## config.mk

```make
export PLATFORM = sky130hd
export DESIGN_NAME = xbar_inreq
export DESIGN_NICKNAME = d
export VERILOG_FILES = /design/src/rtl/xbar_inreq_pkg.sv /design/src/rtl/xbar_inreq_fifo.sv /design/src/rtl/xbar_inreq.sv
export SDC_FILE = /design/constraint.sdc
export NUM_CORES = 1
export LEC_CHECK = 0
export CAP_MARGIN = 20
export CELL_PAD_IN_SITES_DETAIL_PLACEMENT = 0
export CELL_PAD_IN_SITES_GLOBAL_PLACEMENT = 1
export CORE_ASPECT_RATIO = 0.7
export CORE_MARGIN = 2
export CORE_UTILIZATION = 51
export CTS_CLUSTER_SIZE = 20
export DETAILED_ROUTE_END_ITERATION = 16
export GPL_ROUTABILITY_DRIVEN = 0
export PLACE_DENSITY_LB_ADDON = 0.1
export RECOVER_POWER = 50
export SYNTH_ARGS = -nofsm -noshare
export SYNTH_HDL_FRONTEND = slang
export SYNTH_SLANG_ARGS = --single-unit
```

## constraint.sdc

```tcl
create_clock -name clk -period 4.8 [get_ports clk]
set_clock_uncertainty 0.1 [all_clocks]
set_input_delay 0.72 -clock clk [delete_from_list [all_inputs] [get_ports clk]]
set_output_delay 0.72 -clock clk [all_outputs]
set_load 0.005 [all_outputs]
```

## src/rtl/xbar_inreq_pkg.sv

```systemverilog
// Shared widths, flit-type and FSM encodings, and the buffered flit layout.
// Latency: n/a (declarations only).
// Backpressure: n/a (declarations only).
//
// Contents:
//   DATAW/PORTW/VCHW/PORT - most-significant bit indices of the data, port, VC
//                           and grant vectors (width = value + 1)
//   ftype_e               - flit type carried alongside each flit
//   state_e               - input-request FSM states
//   flit_t                - one flit FIFO entry
package xbar_inreq_pkg;

  localparam int DATAW = 31;  // idata/wdata are 32 bits
  localparam int PORTW = 2;   // port index is 3 bits (5 outputs)
  localparam int VCHW  = 1;   // output VC is 2 bits
  localparam int PORT  = 4;   // grant vector is 5 bits, one per output

  typedef enum logic [1:0] {
    FT_BODY = 2'b00,
    FT_HEAD = 2'b01,
    FT_TAIL = 2'b10,
    FT_HT   = 2'b11   // single-flit packet: head and tail at once
  } ftype_e;

  typedef enum logic {
    ST_IDLE   = 1'b0,
    ST_ACTIVE = 1'b1
  } state_e;

  typedef struct packed {
    logic [DATAW:0] data;
    ftype_e         ftype;
    logic [PORTW:0] port;
    logic [VCHW:0]  vch;
    logic           multab;
  } flit_t;

  // Bit 0 of the encoding marks a packet start, bit 1 a packet end.
  function automatic logic is_head(input ftype_e f);
    return f[0];
  endfunction

  function automatic logic is_tail(input ftype_e f);
    return f[1];
  endfunction

endpackage

```

## src/rtl/xbar_inreq_fifo.sv

```systemverilog
// Generic synchronous flit FIFO, DEPTH entries of W bits, no write-through bypass.
// Latency: an entry pushed at edge t is presented on dout from cycle t+1.
// Backpressure: full refuses pushes (silently dropped); pop on empty is ignored.
//
// Ports:
//   clk, rst        - clock, synchronous active-high flush
//   push, din       - write request and entry
//   pop             - remove the head entry at the next edge
//   dout            - current head entry (valid when !empty)
//   full, empty     - occupancy flags
module xbar_inreq_fifo #(
  parameter int DEPTH = 4,
  parameter int W     = 8
) (
  input  logic         clk,
  input  logic         rst,
  input  logic         push,
  input  logic [W-1:0] din,
  input  logic         pop,
  output logic [W-1:0] dout,
  output logic         full,
  output logic         empty
);

  localparam int AW = $clog2(DEPTH);

  // Pointers carry one extra wrap bit so that full and empty are
  // distinguishable when the index bits coincide.
  logic [AW:0]  wptr;
  logic [AW:0]  rptr;
  logic [W-1:0] mem [DEPTH];
  logic         do_push;
  logic         do_pop;

  assign empty   = (wptr == rptr);
  assign full    = (wptr[AW] != rptr[AW]) && (wptr[AW-1:0] == rptr[AW-1:0]);
  assign do_push = push && !full;
  assign do_pop  = pop && !empty;
  assign dout    = mem[rptr[AW-1:0]];

  always_ff @(posedge clk) begin
    if (rst) begin
      wptr <= '0;
      rptr <= '0;
    end else begin
      if (do_push) wptr <= wptr + (AW+1)'(1);
      if (do_pop)  rptr <= rptr + (AW+1)'(1);
    end
  end

  // Storage needs no reset: nothing reads it until the pointers say so.
  always_ff @(posedge clk) begin
    if (do_push) mem[wptr[AW-1:0]] <= din;
  end

endmodule

```

## src/rtl/xbar_inreq.sv

```systemverilog
// Crossbar input-side requester: buffers flits, requests an output, streams the packet on grant.
// Latency: head written at edge t raises req after edge t+1; flits leave combinationally on grant+credit.
// Backpressure: wready drops when the FIFO is full; sending stalls on missing grant or zero credits.
//
// Ports:
//   clk, rst_                      - clock, synchronous active-high reset
//   wdata/wvalid/wftype/wport/
//   wvch/wmultab, wready           - flit input from the VC stage
//   idata/ivalid/ivch              - flit output to the crossbar
//   port/req/multab                - request toward the output arbiters
//   grt                            - one-hot grant, bit k = output k picked us
//   crd_in                         - one downstream credit returned
//   err                            - sticky protocol error
module xbar_inreq
  import xbar_inreq_pkg::*;
#(
  parameter int DEPTH   = 4,
  parameter int CREDITS = 4
) (
  input  logic           clk,
  input  logic           rst_,
  input  logic [DATAW:0] wdata,
  input  logic           wvalid,
  input  logic [1:0]     wftype,
  input  logic [PORTW:0] wport,
  input  logic [VCHW:0]  wvch,
  input  logic           wmultab,
  output logic           wready,
  output logic [DATAW:0] idata,
  output logic           ivalid,
  output logic [VCHW:0]  ivch,
  output logic [PORTW:0] port,
  output logic           req,
  input  logic [PORT:0]  grt,
  output logic           multab,
  input  logic           crd_in,
  output logic           err
);

  localparam int CW = $clog2(CREDITS + 1);
  localparam int PW = PORTW + 1;

  flit_t          wr_flit;
  flit_t          head;
  logic           fifo_full;
  logic           fifo_empty;
  logic           pop;

  state_e         state_q, state_d;
  logic [PORTW:0] port_q;
  logic [VCHW:0]  vch_q;
  logic           multab_q;
  logic           head_sent_q;  // current packet's opening flit already went out
  logic [CW-1:0]  crd_q;
  logic           err_q;

  logic           latch;
  logic           send;
  logic           gnt_hit;
  logic           proto_err;
  logic           crd_ovf;

  // ------------------------------------------------------------------
  // Flit buffer
  // ------------------------------------------------------------------
  assign wr_flit = '{data:   wdata,
                     ftype:  ftype_e'(wftype),
                     port:   wport,
                     vch:    wvch,
                     multab: wmultab};

  assign wready = !fifo_full && !rst_;

  xbar_inreq_fifo #(
    .DEPTH (DEPTH),
    .W     ($bits(flit_t))
  ) u_fifo (
    .clk   (clk),
    .rst   (rst_),
    .push  (wvalid && wready),
    .din   (wr_flit),
    .pop   (pop),
    .dout  (head),
    .full  (fifo_full),
    .empty (fifo_empty)
  );

  // ------------------------------------------------------------------
  // Grant decode: only the grant bit for our latched port matters.
  // Written as a compare loop so a port code beyond the grant vector
  // simply never matches.
  // ------------------------------------------------------------------
  always_comb begin
    gnt_hit = 1'b0;
    for (int k = 0; k <= PORT; k++) begin
      if (port_q == PW'(k)) gnt_hit = grt[k];
    end
  end

  // ------------------------------------------------------------------
  // FSM next-state and outputs
  // ------------------------------------------------------------------
  always_comb begin
    state_d   = state_q;
    latch     = 1'b0;
    pop       = 1'b0;
    send      = 1'b0;
    proto_err = 1'b0;
    req       = 1'b0;
    ivalid    = 1'b0;
    idata     = '0;
    port      = '0;
    ivch      = '0;
    multab    = 1'b0;

    case (state_q)
      ST_IDLE: begin
        if (!fifo_empty) begin
          if (is_head(head.ftype)) begin
            // The head stays in the FIFO; it is the first flit sent.
            latch   = 1'b1;
            state_d = ST_ACTIVE;
          end else begin
            // Stray body/tail with no open packet: discard it.
            pop       = 1'b1;
            proto_err = 1'b1;
          end
        end
      end

      ST_ACTIVE: begin
        req    = 1'b1;
        port   = port_q;
        ivch   = vch_q;
        multab = multab_q;
        if (gnt_hit && !fifo_empty && (crd_q != '0)) begin
          send   = 1'b1;
          pop    = 1'b1;
          ivalid = 1'b1;
          idata  = head.data;
          // A second head inside an open packet means the tail was lost;
          // it is forwarded as ordinary payload.
          if (is_head(head.ftype) && head_sent_q) proto_err = 1'b1;
          if (is_tail(head.ftype)) state_d = ST_IDLE;
        end
      end

      default: state_d = ST_IDLE;
    endcase
  end

  // Credit return with the counter already at its ceiling.
  assign crd_ovf = crd_in && !send && (crd_q == CW'(CREDITS));

  // ------------------------------------------------------------------
  // State, packet context, credits, error
  // ------------------------------------------------------------------
  always_ff @(posedge clk) begin
    if (rst_) begin
      state_q     <= ST_IDLE;
      port_q      <= '0;
      vch_q       <= '0;
      multab_q    <= 1'b0;
      head_sent_q <= 1'b0;
      crd_q       <= CW'(CREDITS);
      err_q       <= 1'b0;
    end else begin
      state_q <= state_d;

      if (latch) begin
        port_q      <= head.port;
        vch_q       <= head.vch;
        multab_q    <= head.multab;
        head_sent_q <= 1'b0;
      end else if (send) begin
        head_sent_q <= !is_tail(head.ftype);
      end

      // A send and a returned credit in the same cycle cancel out.
      if (send && !crd_in) begin
        crd_q <= crd_q - CW'(1);
      end else if (crd_in && !send && !crd_ovf) begin
        crd_q <= crd_q + CW'(1);
      end

      if (proto_err || crd_ovf) err_q <= 1'b1;
    end
  end

  assign err = err_q;

endmodule

```

==> impl_metrics.ini, run 1 <==
[status]
status = complete, no violations

[routing]
drt-initial-drc-count = 253
routed_wl_mm = 12.7
wl_per_cell_um = 19.1
vias = 3539
ant_nets = 0
routed_via_density = 5.32
drc = 0
dr.pass1.iters = 4

[timing]
fin_crit_sh = 0.859
fin_ws_ns = 0.675
rsz0062_at_grt = false
relSlewSlack = 0.300
worst_slew_pin_slew_ns = 1.05
maxSlewViolCount = 0
max_clock_freq_ghz = 0.242
hold_viol = 0
period_needed_ns = 4.13
setup_tns_ns = 0
setup_viol = 0
hold_ws_ns = 0.398

[worst_setup_path]
path_max_fanout = 36
arrival_ns = 3.31
crit_cells = 8
cpLargestDelayFamily = buffers and inverters
cp-end-kind = output port
start_kind = primary input
cp_num_buf_inv = 3
crit_required_ns = 3.98
r2r_cells = 9
crit_slowest_cell = clkinv_2
critPathKind = primary input to output port
worstPathCellList = clkdlybuf4s50_1, mux2i_1, nor2_1, o211ai_1, or2_0, clkinv_2, and2_1, clkdlybuf4s50_1
cpMostUsedCell = clkdlybuf4s50_1
max_stage_delay_ns = 0.49

[layout]
nNetsFinal = 523
instances_no_fill = 665
post_route_cells_drive_above_1_share = 0.171
num-fill-cells = 951
syn_to_final_growth_pct = 23.7

[placement]
portBuffers = 90
place_inst = 634
dp_slack_ns = 0.645
hpwl_mm = 7.61

[cts]
clkSlewWorstSetupHoldPaths_ns = 0.07
hold_buffers = 0
cts_resized = 0
numCtsBuffers = 17
cts.sinks = 180
clk_latency_ns = 0.42
cts_tree = built
cts_buffer_depth = 2
post_cts_buffers = 0
root_buffer = clkbuf_16
htreeDepth = 4

[worst_hold_path]
worstHoldPathType = register to register
holdPathStages = 2

[floorplan]
num_rows = 35
die_h_um = 102
pin_count = 91
die_x_um = 144
start_util = 0.528
coreArea_mm2 = 0.0133
dieArea_mm2 = 0.0148

[power_and_ir_drop]
p_per_area_mw_per_mm2 = 415
max-vdd-ir-drop_uv = 267
power_mw = 3.61
p_leak_nw = 2.84

[logic_synthesis]
synth_ff_type = edfxtp_1
synth-seq-area-share = 0.740
syn_inst = 368
async_flop_share = 0
synth_edf_count = 160
syn_area_mm2 = 0.00703
yosys_warnings = 0
synth_area_per_cell_um2 = 19.1
syn_nets = 423
yosysUniqueCellTypes = 40
ys_ff_latch = 180

[grt]
grt_pass1_wl_mm = 19.8
grt_use_total = 0.186
grt_pass1_vias = 3662
grt-ovfl-total = 0
antenna_found_initial = 1
grt_max_degree = 41

[flow_run]
maxCapViolations = 0
==> through the flow <==
stage          cell area (um^2)   util
2_1_floorplan              7030      -
3_3_place_gp               8150  0.613
3_5_place_dp               8150  0.613
4_1_cts                    8710  0.654
5_1_grt                    8700  0.653
6_report                   8700  0.654
==> area by class of cell <==
cell class                 count  area [um^2]  share of cell area
antenna                        1         2.50            0.000288
sequential                   180         5210               0.599
clock buffer                  17          425              0.0489
timing repair buffer          96          942               0.108
inverter                       9         35.0             0.00403
clock inverter                13          126              0.0145
multi-input combinational    164         1730               0.199
tap                          185          231              0.0266
==> where the power goes <==
| part | total [mW] | internal [mW] | switching [mW] | leakage (nW) |
|---|---|---|---|---|
| registers | 1.88 | 1.77 | 0.105 | 1.62 |
| clock network | 1.29 | 0.717 | 0.577 | 0.259 |
| logic | 0.440 | 0.264 | 0.176 | 0.966 |
| total | 3.61 | 2.75 | 0.858 | 2.84 |
==> registers in the layout, indices dropped and copies added (netlist names), named ones only <==
signal and count:
u_fifo.mem 160, crd_q 3, port_q 3, u_fifo.rptr 3, u_fifo.wptr 3, vch_q 2, err 1, head_sent_q 1
multab_q 1, state_q 1
==> path summary, 6_finish.rpt <==
check                                            start                    end  slack, ns
worst max-delay path                            grt[3]              idata[15]       0.67
worst max register to register  port_q[0]$_SDFFE_PP0P_  crd_q[1]$_SDFFE_PP0P_       2.03
worst min register to register        err$_SDFFE_PP0P_       err$_SDFFE_PP0P_       0.40
worst min-delay path                  err$_SDFFE_PP0P_       err$_SDFFE_PP0P_       0.40
==> cells in the final DEF, fill, tap and decap left out, types with 2 or more instances in the layout <==
master,instances
edfxtp_1,160
clkdlybuf4s50_1,48
dlygate4sd3_1,42
mux4_2,40
and2_1,40
dfxtp_1,18
nor2_1,17
clkbuf_16,17
mux2i_1,9
inv_1,8
a21oi_1,7
xnor2_1,6
nand2_1,6
ha_1,5
inv_6,5
buf_4,5
nor3_1,4
nand3_1,4
clkinvlp_4,4
and3_1,3
clkinv_2,2
o21ai_0,2
clkinv_4,2
==> logic make-up after synthesis <==
group,count (synthesis),synth area share
compound gates,18,0.0176
xor+xnor,6,0.00747
fa+ha+maj,6,0.0117
buf+inv,24,0.0146
flops,180,0.740
mux,50,0.142
simple gates,84,0.0662
==> synth_stat cells (all sizes together), types with 3 or more instances <==
library cell,instances,area (um^2)
dfxtp,20,400
ha,5,62.6
nand3,4,20.0
xnor2,6,52.6
edfxtp,160,4800
and2,40,250
a21oi,7,35.0
inv,8,30.0
mux2i,9,90.1
nand2,6,22.5
and3,4,25.0
nor3,4,20.0
mux4,40,901
nor2,17,63.8
buf,8,38.8
o21ai,3,18.8
clkbuf,7,28.8
==> worst register-to-register path: cells and delay by family, from the launching register on <==
kind | cells | cell delay (ns)
simple gates | 2 | 0.56
compound gates | 4 | 0.81
fa+ha+maj | 1 | 0.47
mux | 1 | 0.13
flops | 1 | 0.49
buf+inv | 1 | 0.10
==> layer usage <==
| layer | track usage | wire length, um | up-vias |
|---|---|---|---|
| li1 | - | - | 1653 |
| met1 | 0.266 | 5800 | 1770 |
| met2 | 0.288 | 5990 | 110 |
| met3 | 0.0445 | 861 | 6 |
| met4 | 0.0627 | 63 | 0 |
| met5 | 0 | 0 | - |
No activity file was read; power rests on OpenSTA's default activity.
==> run 2, diff against run 1 <==
--- a/config.mk
+++ b/config.mk
@@ -5,6 +5,7 @@
 export SDC_FILE = /design/constraint.sdc
 export NUM_CORES = 1
 export LEC_CHECK = 0
+export ABC_CLOCK_PERIOD_IN_PS = 4800
 export CAP_MARGIN = 20
 export CELL_PAD_IN_SITES_DETAIL_PLACEMENT = 0
 export CELL_PAD_IN_SITES_GLOBAL_PLACEMENT = 1
@@ -16,6 +17,7 @@
 export GPL_ROUTABILITY_DRIVEN = 0
 export PLACE_DENSITY_LB_ADDON = 0.1
 export RECOVER_POWER = 50
+export SKIP_CTS_REPAIR_TIMING = 1
 export SYNTH_ARGS = -nofsm -noshare
 export SYNTH_HDL_FRONTEND = slang
 export SYNTH_SLANG_ARGS = --single-unit
==> results of run 2 <==
Same layout as run 1: the final DEF is identical, and so are final timing and power.
